<file path="src/rtl/jet_clus_pkg.sv">
// Shared widths, defaults and FSM encoding for the eta clustering scan.
package jet_clus_pkg;

    localparam int NBINS_DEF = 32;

    // Per-bin field widths as returned by the fill stage.
    localparam int ETA_W  = 5;
    localparam int PT_W   = 9;
    localparam int NTRX_W = 5;
    localparam int XC_W   = 4;

    // Cluster sum widths: three saturated bins never overflow these.
    localparam int CPT_W   = 11;
    localparam int CNTRX_W = 7;
    localparam int CNX_W   = 6;

    typedef enum logic [1:0] {
        ST_IDLE,
        ST_SCAN,
        ST_DRAIN,
        ST_DONE
    } scan_state_e;

endpackage

</file>
<file path="src/rtl/clus_window.sv">
// Three-bin sliding window (prev, cur, next) with local-maximum seed test.
// "next" is the bin arriving this cycle (zero on flush), so the seed decision
// for the centre bin is made in the same cycle its right neighbour arrives.
// Optional: ETA_CLUS_XCOUNT_EN builds the special-track window and sum.
module clus_window
    import jet_clus_pkg::*;
#(
    parameter logic [PT_W-1:0] PT_THRESH = 9'd2
) (
    input  logic                clk,
    input  logic                reset,
    input  logic                shift,
    input  logic                flush,
    input  logic [PT_W-1:0]     pt_in,
    input  logic [NTRX_W-1:0]   ntrx_in,
    input  logic [XC_W-1:0]     xc_in,
    output logic                seed,
    output logic [CPT_W-1:0]    sum_pt,
    output logic [CNTRX_W-1:0]  sum_ntrx,
    output logic [CNX_W-1:0]    sum_nx
);

    logic [PT_W-1:0]   prev_pt_q, prev_pt_d, cur_pt_q, cur_pt_d, nxt_pt;
    logic [NTRX_W-1:0] prev_nt_q, prev_nt_d, cur_nt_q, cur_nt_d, nxt_nt;
    logic              step;

    assign step = shift | flush;

    // Incoming bin, forced to zero when flushing past the last bin.
    always_comb begin
        // NOTE: every signal written here gets a default first, so no latch is inferred.
        nxt_pt = '0;
        nxt_nt = '0;
        if (shift) begin
            nxt_pt = pt_in;
            nxt_nt = ntrx_in;
        end
    end

    // Window advance: cur moves to prev, incoming bin becomes cur.
    always_comb begin
        prev_pt_d = prev_pt_q;
        prev_nt_d = prev_nt_q;
        cur_pt_d  = cur_pt_q;
        cur_nt_d  = cur_nt_q;
        if (step) begin
            prev_pt_d = cur_pt_q;
            prev_nt_d = cur_nt_q;
            cur_pt_d  = nxt_pt;
            cur_nt_d  = nxt_nt;
        end
    end

    // Window registers.
    always_ff @(posedge clk or posedge reset) begin
        // NOTE: sequential state uses non-blocking (<=) so every flop samples pre-edge values.
        if (reset) begin
            prev_pt_q <= '0;
            prev_nt_q <= '0;
            cur_pt_q  <= '0;
            cur_nt_q  <= '0;
        end else begin
            prev_pt_q <= prev_pt_d;
            prev_nt_q <= prev_nt_d;
            cur_pt_q  <= cur_pt_d;
            cur_nt_q  <= cur_nt_d;
        end
    end

    // Seed: above threshold, strictly above left neighbour, not below right one.
    assign seed = step
                  && (cur_pt_q >= PT_THRESH)
                  && (cur_pt_q >  prev_pt_q)
                  && (cur_pt_q >= nxt_pt);

    assign sum_pt   = CPT_W'(prev_pt_q) + CPT_W'(cur_pt_q) + CPT_W'(nxt_pt);
    assign sum_ntrx = CNTRX_W'(prev_nt_q) + CNTRX_W'(cur_nt_q) + CNTRX_W'(nxt_nt);

`ifdef ETA_CLUS_XCOUNT_EN
    logic [XC_W-1:0] prev_xc_q, prev_xc_d, cur_xc_q, cur_xc_d, nxt_xc;

    // Special-track count follows the same window as pT.
    always_comb begin
        nxt_xc    = shift ? xc_in : '0;
        prev_xc_d = prev_xc_q;
        cur_xc_d  = cur_xc_q;
        if (step) begin
            prev_xc_d = cur_xc_q;
            cur_xc_d  = nxt_xc;
        end
    end

    // Special-track window registers.
    always_ff @(posedge clk or posedge reset) begin
        if (reset) begin
            prev_xc_q <= '0;
            cur_xc_q  <= '0;
        end else begin
            prev_xc_q <= prev_xc_d;
            cur_xc_q  <= cur_xc_d;
        end
    end

    assign sum_nx = CNX_W'(prev_xc_q) + CNX_W'(cur_xc_q) + CNX_W'(nxt_xc);
`else
    logic unused_xc;
    assign unused_xc = ^xc_in;
    assign sum_nx    = '0;
`endif

endmodule

</file>
<file path="src/rtl/eta_cluster_scan.sv">
// Clustering-phase sequencer: scans all eta bins of the fill stage once,
// realigns the returned data with a valid delay line and registers one
// cluster per local-maximum seed bin.
// Optional: ETA_CLUS_XCOUNT_EN sums xcount into clus_nx (otherwise 0).
module eta_cluster_scan
    import jet_clus_pkg::*;
#(
    parameter int              NBINS     = NBINS_DEF,
    parameter int              RD_LAT    = 3,
    parameter logic [PT_W-1:0] PT_THRESH = 9'd2
) (
    input  logic                clk,
    input  logic                reset,
    input  logic                start,
    output logic                clustering,
    output logic [ETA_W-1:0]    readeta,
    input  logic [PT_W-1:0]     E_tot,
    input  logic [NTRX_W-1:0]   ntrx,
    input  logic [XC_W-1:0]     xcount,
    output logic                busy,
    output logic                clus_valid,
    output logic [ETA_W-1:0]    clus_eta,
    output logic [CPT_W-1:0]    clus_pt,
    output logic [CNTRX_W-1:0]  clus_ntrx,
    output logic [CNX_W-1:0]    clus_nx,
    output logic                done
);

    scan_state_e         state_q, state_d;
    logic [ETA_W-1:0]    cnt_q, cnt_d;
    logic [RD_LAT-1:0]   vld_q, vld_d;
    logic [ETA_W-1:0]    cur_eta_q, cur_eta_d;
    logic                clus_valid_q, clus_valid_d;
    logic [ETA_W-1:0]    clus_eta_q, clus_eta_d;
    logic [CPT_W-1:0]    clus_pt_q, clus_pt_d;
    logic [CNTRX_W-1:0]  clus_ntrx_q, clus_ntrx_d;
    logic [CNX_W-1:0]    clus_nx_q, clus_nx_d;

    logic                in_scan, shift, flush, seed;
    logic [CPT_W-1:0]    sum_pt;
    logic [CNTRX_W-1:0]  sum_ntrx;
    logic [CNX_W-1:0]    sum_nx;

    assign in_scan = (state_q == ST_SCAN);
    // Data for the read issued RD_LAT cycles ago is at the inputs now.
    assign shift   = vld_q[RD_LAT-1];
    // One cycle after the last bin arrives, evaluate it against a zero bin.
    assign flush   = (state_q == ST_DRAIN) && (cnt_q == ETA_W'(RD_LAT));

    // FSM next state and address / drain counter.
    always_comb begin
        state_d = state_q;
        cnt_d   = cnt_q;
        unique case (state_q)
            ST_IDLE: begin
                cnt_d = '0;
                if (start) state_d = ST_SCAN;
            end
            ST_SCAN: begin
                cnt_d = cnt_q + 1'b1;
                if (cnt_q == ETA_W'(NBINS - 1)) begin
                    state_d = ST_DRAIN;
                    cnt_d   = '0;
                end
            end
            ST_DRAIN: begin
                cnt_d = cnt_q + 1'b1;
                if (cnt_q == ETA_W'(RD_LAT + 1)) begin
                    state_d = ST_DONE;
                    cnt_d   = '0;
                end
            end
            ST_DONE: begin
                state_d = ST_IDLE;
                cnt_d   = '0;
            end
            default: state_d = ST_IDLE;
        endcase
    end

    // Valid delay line and index of the bin currently at the window centre.
    always_comb begin
        vld_d[0] = in_scan;
        for (int i = 1; i < RD_LAT; i++) vld_d[i] = vld_q[i-1];
        cur_eta_d = cur_eta_q;
        if (state_q == ST_IDLE && start) cur_eta_d = '1;   // centre starts at bin -1
        else if (shift)                  cur_eta_d = cur_eta_q + 1'b1;
    end

    // Cluster output register; data fields hold between strobes.
    always_comb begin
        clus_valid_d = seed;
        clus_eta_d   = clus_eta_q;
        clus_pt_d    = clus_pt_q;
        clus_ntrx_d  = clus_ntrx_q;
        clus_nx_d    = clus_nx_q;
        if (seed) begin
            clus_eta_d  = cur_eta_q;
            clus_pt_d   = sum_pt;
            clus_ntrx_d = sum_ntrx;
            clus_nx_d   = sum_nx;
        end
    end

    // All top-level state.
    always_ff @(posedge clk or posedge reset) begin
        if (reset) begin
            state_q      <= ST_IDLE;
            cnt_q        <= '0;
            vld_q        <= '0;
            cur_eta_q    <= '0;
            clus_valid_q <= 1'b0;
            clus_eta_q   <= '0;
            clus_pt_q    <= '0;
            clus_ntrx_q  <= '0;
            clus_nx_q    <= '0;
        end else begin
            state_q      <= state_d;
            cnt_q        <= cnt_d;
            vld_q        <= vld_d;
            cur_eta_q    <= cur_eta_d;
            clus_valid_q <= clus_valid_d;
            clus_eta_q   <= clus_eta_d;
            clus_pt_q    <= clus_pt_d;
            clus_ntrx_q  <= clus_ntrx_d;
            clus_nx_q    <= clus_nx_d;
        end
    end

    clus_window #(
        .PT_THRESH (PT_THRESH)
    ) u_window (
        .clk      (clk),
        .reset    (reset),
        .shift    (shift),
        .flush    (flush),
        .pt_in    (E_tot),
        .ntrx_in  (ntrx),
        .xc_in    (xcount),
        .seed     (seed),
        .sum_pt   (sum_pt),
        .sum_ntrx (sum_ntrx),
        .sum_nx   (sum_nx)
    );

    assign clustering = (state_q == ST_SCAN) || (state_q == ST_DRAIN);
    assign readeta    = in_scan ? cnt_q : '0;
    assign busy       = (state_q != ST_IDLE);
    assign done       = (state_q == ST_DONE);
    assign clus_valid = clus_valid_q;
    assign clus_eta   = clus_eta_q;
    assign clus_pt    = clus_pt_q;
    assign clus_ntrx  = clus_ntrx_q;
    assign clus_nx    = clus_nx_q;

endmodule
</file>
<file path="config.mk">
export PLATFORM = sky130hd
export DESIGN_NAME = eta_cluster_scan
export DESIGN_NICKNAME = d
export VERILOG_FILES = /design/src/rtl/jet_clus_pkg.sv /design/src/rtl/clus_window.sv /design/src/rtl/eta_cluster_scan.sv
export SDC_FILE = /design/constraint.sdc
export NUM_CORES = 1
export LEC_CHECK = 0
export BUFFER_PORTS_ARGS = -buffer_cell sky130_fd_sc_hd__buf_2
export CAP_MARGIN = 20
export CORE_ASPECT_RATIO = 1.2
export CORE_UTILIZATION = 43
export DETAILED_ROUTE_END_ITERATION = 12
export HOLD_SLACK_MARGIN = 0.12
export PLACE_DENSITY = 0.61
export RECOVER_POWER = 100
export SLEW_MARGIN = 20
export SYNTH_ARGS = -nofsm -noshare
export SYNTH_HDL_FRONTEND = slang
export SYNTH_HIERARCHICAL = 1
export SYNTH_SLANG_ARGS = --single-unit
</file>
<file path="constraint.sdc">
create_clock -name clk -period 6 [get_ports clk]
set_input_delay 1.2 -clock clk [delete_from_list [all_inputs] [get_ports clk]]
set_output_delay 1.2 -clock clk [all_outputs]
set_load 0.1 [all_outputs]
</file>
Word-level counts from Yosys, hierarchy flattened
Index checks and enable logic that the tools add are counted.
{"block": "totals", "ff_bits": 67, "wordCells": 54, "in_bits": 21}
{"block": "op_classes", "n_reduce_logical": 11, "add_sub_neg": 6, "n_lt_le_gt_ge": 3, "eq_ne": 9, "mux": 12, "n_bitwise": 1}
{"operator": "5-bit two-way mux", "n": 6}
{"operator": "5-bit case mux with 3 select lines", "n": 1}
{"operator": "11-bit by 9-bit adder with 11-bit output", "n": 1}
{"operator": "5-bit by 1-bit adder with 5-bit output, second input constant", "n": 2}
{"operator": "9-bit by 9-bit adder with 10-bit output", "n": 1}
{"operator": "9-bit by 2-bit >= comparator with 1-bit output, second input constant", "n": 1}
{"operator": "9-bit >= comparator", "n": 1}
{"operator": "9-bit > comparator", "n": 1}
{"operator": "9-bit two-way mux", "n": 1}
{"operator": "2-bit case mux with 4 select lines", "n": 1}
{"operator": "7-bit by 5-bit adder with 7-bit output", "n": 1}
{"operator": "5-bit by 5-bit adder with 6-bit output", "n": 1}
{"operator": "2-bit two-way mux", "n": 3}
{"operator": "5-bit by 2-bit equality test with 1-bit output, second input constant", "n": 1}
{"operator": "5-bit by 3-bit equality test with 1-bit output, second input constant", "n": 1}
{"operator": "5-bit equality test, second input constant", "n": 1}
{"operator": "1-bit logical AND", "n": 5}
{"operator": "2-bit equality test, second input constant", "n": 2}
{"operator": "2-bit by 1-bit inequality test with 1-bit output, second input constant", "n": 2}
{"operator": "2-bit nonzero test", "n": 2}
{"operator": "3-bit AND reduction", "n": 1}
{"operator": "2-bit by 1-bit equality test with 1-bit output, second input constant", "n": 1}
{"operator": "2-bit zero test", "n": 1}
{"operator": "2-bit inequality test, second input constant", "n": 1}
{"operator": "other kinds (3)", "n": 3}

Depth between registers and ports, before layout
{"block": "logic_depth", "word_depth": 6, "mapped_depth": 12, "mapped_depth_nobuf": 11}

Cells and area by module
The synthesis kept the hierarchy.
{"mod": "clus_window", "cells_each": 233, "instances": 1, "area_each_um2": 2337.2}
{"mod": "eta_cluster_scan", "cells_each": 138, "instances": 1, "area_each_um2": 1906.8}

Least setup slack after synthesis
Ideal clock, no wire load.
{"block": "synth_timing", "kind": "input -> register", "startpoint": "input E_tot[1]", "endpoint": "register clus_pt_q[9], in the netlist clus_pt[9]", "required_ps": 5875, "path_slack_ps": 2566, "arrival_ps": 3308, "setup_ps": 125, "cell_stages": 11, "path_buffers": 0, "path_cell_list": "nand2_1 inv_2 fa_1 ha_1 fa_1 a21oi_2 o21ai_1 and2_4 o41ai_4 xor2_1 mux2_2"}
{"block": "synth_between", "elab_cells_between_ends": 4, "cone_classes": "add/sub: 1; order compare: 1; mux: 1; reduce/logical: 1"}
{"item": "start, declared", "line": "eta_cluster_scan.sv:17", "rtl": "input logic [PT_W-1:0] E_tot,"}
{"item": "9-bit two-way mux", "line": "clus_window.sv:34", "rtl": "if (shift) begin"}
{"item": "named net u_window.nxt_pt[1]", "line": "clus_window.sv:23", "rtl": "logic [PT_W-1:0] prev_pt_q, prev_pt_d, cur_pt_q, cur_pt_d, nxt_pt;"}
{"item": "11-bit by 9-bit adder with 11-bit output", "line": "clus_window.sv:76", "rtl": "assign sum_pt = CPT_W'(prev_pt_q) + CPT_W'(cur_pt_q) + CPT_W'(nxt_pt);"}
{"item": "named net sum_pt[9]", "line": "eta_cluster_scan.sv:40", "rtl": "logic [CPT_W-1:0] sum_pt;"}
{"item": "end signal, assigned", "line": "eta_cluster_scan.sv:124", "rtl": "clus_pt_q <= clus_pt_d;"}
{"item": "end, declared", "line": "eta_cluster_scan.sv:35", "rtl": "logic [CPT_W-1:0] clus_pt_q, clus_pt_d;"}
The timed path passes the listed nets, and every way through them passes these cells.
A chain may end at the register's enable or synchronous reset.

==> results.cfg <==
[critical_path]
crit_path_capture_type = flip-flop
reg2reg_depth = 10
rrSetupSlack_ps = 1910
rr_startpoint = state_q[0]$_DFFE_PP0P_
setup.worst_path.class = flip-flop to flip-flop
worst_r2r_endpoint = clus_nx[4]$_DFFE_PP0P_
cp_data_required_time_ps = 6210
critical_path_peak_fanout = 32
cp.arrival_ps = 4300
worstSetupStartpointType = flip-flop

[yosys]
mappedNetlistArea_um2 = 4240
synthDistinctLibCells = 45
postSynthRegisterBits = 73
synth_ff_type = sky130_fd_sc_hd__dfrtp_1
yosys_warnings = 6
synth_seq_area_share_pct = 43.0
syn_area_per_cell_um2 = 11.4
synth_async_sr_flop_share_pct = 100
number_of_enable_flip_flop_cells_after_synthesis = 0
synthCells = 371

[clocking]
cts-resized-gates = 0
cts_root_buf = sky130_fd_sc_hd__clkbuf_16
cts_sinks = 73
cts.repair_timing.setup_buffer_count = 0
clk_latency_worst_skew_pair_ps = 330
cts_htree_levels = 3
worst_setup_hold_path_clk_slew_ps = 50
cts_tree = built
cts_hold_buffers = 0
clock_path_buffers = 2
cts_made_buffers = 9

[placement]
detailedPlace.worstSlack_ps = 2230
dp_hpwl_mm = 5.72
buffer_ports.inserted = 54
place_congestion = 0.764

[route]
drc = 0
postRouteWirelength_mm = 7.75
ant_nets = 0
drt-wirelength-per-cell_um = 13.9
dr_total_vias = 2753
detail_route.iter0.violations = 89
vias_per_cell = 4.93
drtPass1Iterations = 4

[floorplanning]
boundaryPins = 59
rows = 39
die_area_um2 = 10300
floorplan.initialDensity_pct = 44.4
die_width_um = 92.7
fp.coreArea_um2 = 9560
die_height_um = 111

[timing]
setup_total_negative_slack_ps = 0
timing.final.ws_setup_ps = 1910
final_hold_viol_count = 0
setup_viol = 0
period_minus_slack_ps = 4090
timing.fmax_mhz = 244
fin_worst_skew_ps = 4.79
finalHoldWorstSlack_ps = 348
fin_crit_sh_pct = 68.2
timing.final.max_slew_violations = 29
relSlewSlack_pct = -8.67
rsz0062_at_grt = no
tightest_slew_ps = 1630

[final_layout]
num-nets-final = 509
share_of_post_route_cells_with_drive_strength_above_1_pct = 17.5
fillers = 949
syn2layout_area_growth_pct = 14.3
insertedDiodeCount = 0

[global_route]
grt_start_max_net_pins = 46
grtUsageTotal_pct = 17.2
grt_pass1_wl_mm = 13.8
grt_overflow = 0
number_of_global_route_vias_before_repair = 2939
antenna_found_initial = 0

[min_path]
worst_hold_startpoint = vld_q[0]$_DFF_PP0_
whs_path_depth = 0
worstHoldEndpoint = vld_q[1]$_DFF_PP0_
hold_class = flip-flop to flip-flop

[status]
failed_checks = max-capacitance violations, max-slew violations
outcome = finished with violations

[run]
max-cap-violations = 1
[worst max-delay path, stage by stage, from the launching register on]
cell	delay (ps)
sky130_fd_sc_hd__dfrtp_1	420
sky130_fd_sc_hd__inv_1	120
sky130_fd_sc_hd__ha_1	280
sky130_fd_sc_hd__nand2_1	80
sky130_fd_sc_hd__nor4_1	240
sky130_fd_sc_hd__nor2_2	50
sky130_fd_sc_hd__clkbuf_1	610
sky130_fd_sc_hd__a21oi_1	300
sky130_fd_sc_hd__and4_1	710
sky130_fd_sc_hd__clkbuf_1	720
sky130_fd_sc_hd__mux2_2	420
[logic make-up (layout without fill, tap and decap cells)]
| kind of cell | count (synthesis) | in the layout | share of synthesized area [%] |
|---|---|---|---|
| AO/OA/AOI/OAI | 46 | 46 | 7.87 |
| other | 1 | 6 | 0.0884 |
| adder cells (fa/ha/maj) | 57 | 57 | 19.6 |
| AND/OR/NAND/NOR | 86 | 86 | 9.94 |
| multiplexers | 42 | 42 | 11.1 |
| XOR/XNOR | 15 | 15 | 3.10 |
| buffers and inverters | 51 | 110 | 5.22 |
| flip-flops | 73 | 73 | 43.0 |
[metal layers]
layer	global-route usage (%)	vias up	wire length, µm
met1	22.5	1345	3570
met2	27.6	41	3810
li1	-	1360	-
met3	4.53	7	272
met4	6.15	0	101
met5	0	-	0
[worst max-delay path by stage]
stage,end,startpoint,cells after the start,slack [ps]
6_report,clus_nx[4]$_DFFE_PP0P_,state_q[0]$_DFFE_PP0P_,10,1910
5_1_grt,clus_nx[2]$_DFFE_PP0P_,state_q[0]$_DFFE_PP0P_,10,1520
4_1_cts,clus_ntrx[5]$_DFFE_PP0P_,vld_q[2]$_DFF_PP0_,8,2390
3_5_place_dp,clus_nx[4]$_DFFE_PP0P_,E_tot[8],9,2230
3_3_place_gp,clus_ntrx[5]$_DFFE_PP0P_,E_tot[8],9,2260
2_1_floorplan,clus_pt[9]$_DFFE_PP0P_,E_tot[1],11,2570
[sequential cells by signal (all words and copies together) (netlist names), 2 cells and up]
| register | cells |
|---|---|
| cur_eta_q | 5 |
| clus_nx | 6 |
| u_window/prev_nt_q | 5 |
| clus_eta | 5 |
| vld_q | 3 |
| state_q | 2 |
| clus_pt | 11 |
| u_window/prev_pt_q | 9 |
| cnt_q | 5 |
| clus_ntrx | 7 |
| u_window/cur_nt_q | 5 |
| u_window/cur_pt_q | 9 |
[synthesized netlist by cell type, drive strengths merged, types with 2 or more instances]
cell type,instances,area share [%]
xnor2,7,1.4
inv,37,3.3
clkbuf,4,0.35
and3,2,0.32
ha,41,12
dfrtp,73,43
o21a,2,0.35
and4,2,0.41
nand2b,2,0.29
mux2,41,11
fa,16,7.5
nor2,10,0.94
a21oi,11,1.6
nor3,2,0.24
a21o,13,2.3
a211oi,3,0.53
o21ai,9,1.1
nor4,4,0.59
buf,10,1.6
nor2b,4,0.59
nand4,4,0.59
and2,10,1.6
xor2,8,1.7
nand2,44,3.9
[stage by stage]
step | utilization, % | area [µm²] | cells
after floorplan | - | 4260 | 376
after global placement | 48.4 | 4630 | 542
after detailed placement | 48.4 | 4630 | 542
after CTS | 51.3 | 4910 | 557
final | 50.7 | 4850 | 558
after global routing | 50.7 | 4850 | 558
[area by class of cell]
| type | instances | area, µm² | area share, % |
|---|---|---|---|
| tap | 123 | 154 | 3.17 |
| timing repair buffer | 58 | 238 | 4.90 |
| clock buffer | 13 | 270 | 5.57 |
| clock inverter | 2 | 12.5 | 0.258 |
| multi-input combinational | 252 | 2210 | 45.6 |
| sequential | 73 | 1830 | 37.7 |
| inverter | 37 | 139 | 2.86 |
[placed cells by master, fill, tap and decap left out, drive strengths merged, types with 2 or more instances in the layout]
cell    count
dfrtp      73
clkbuf     55
nand2      44
ha         41
mux2       41
inv        37
buf        16
fa         16
a21o       13
a21oi      11
nor2       10
and2       10
o21ai       9
xor2        8
xnor2       7
conb        6
nand4       4
nor2b       4
nor4        4
a211oi      3
nand2b      2
o21a        2
nor3        2
and4        2
and3        2
Power is not shown: default switching activity piles up to over one toggle a cycle in this logic, so the estimate is an artifact.
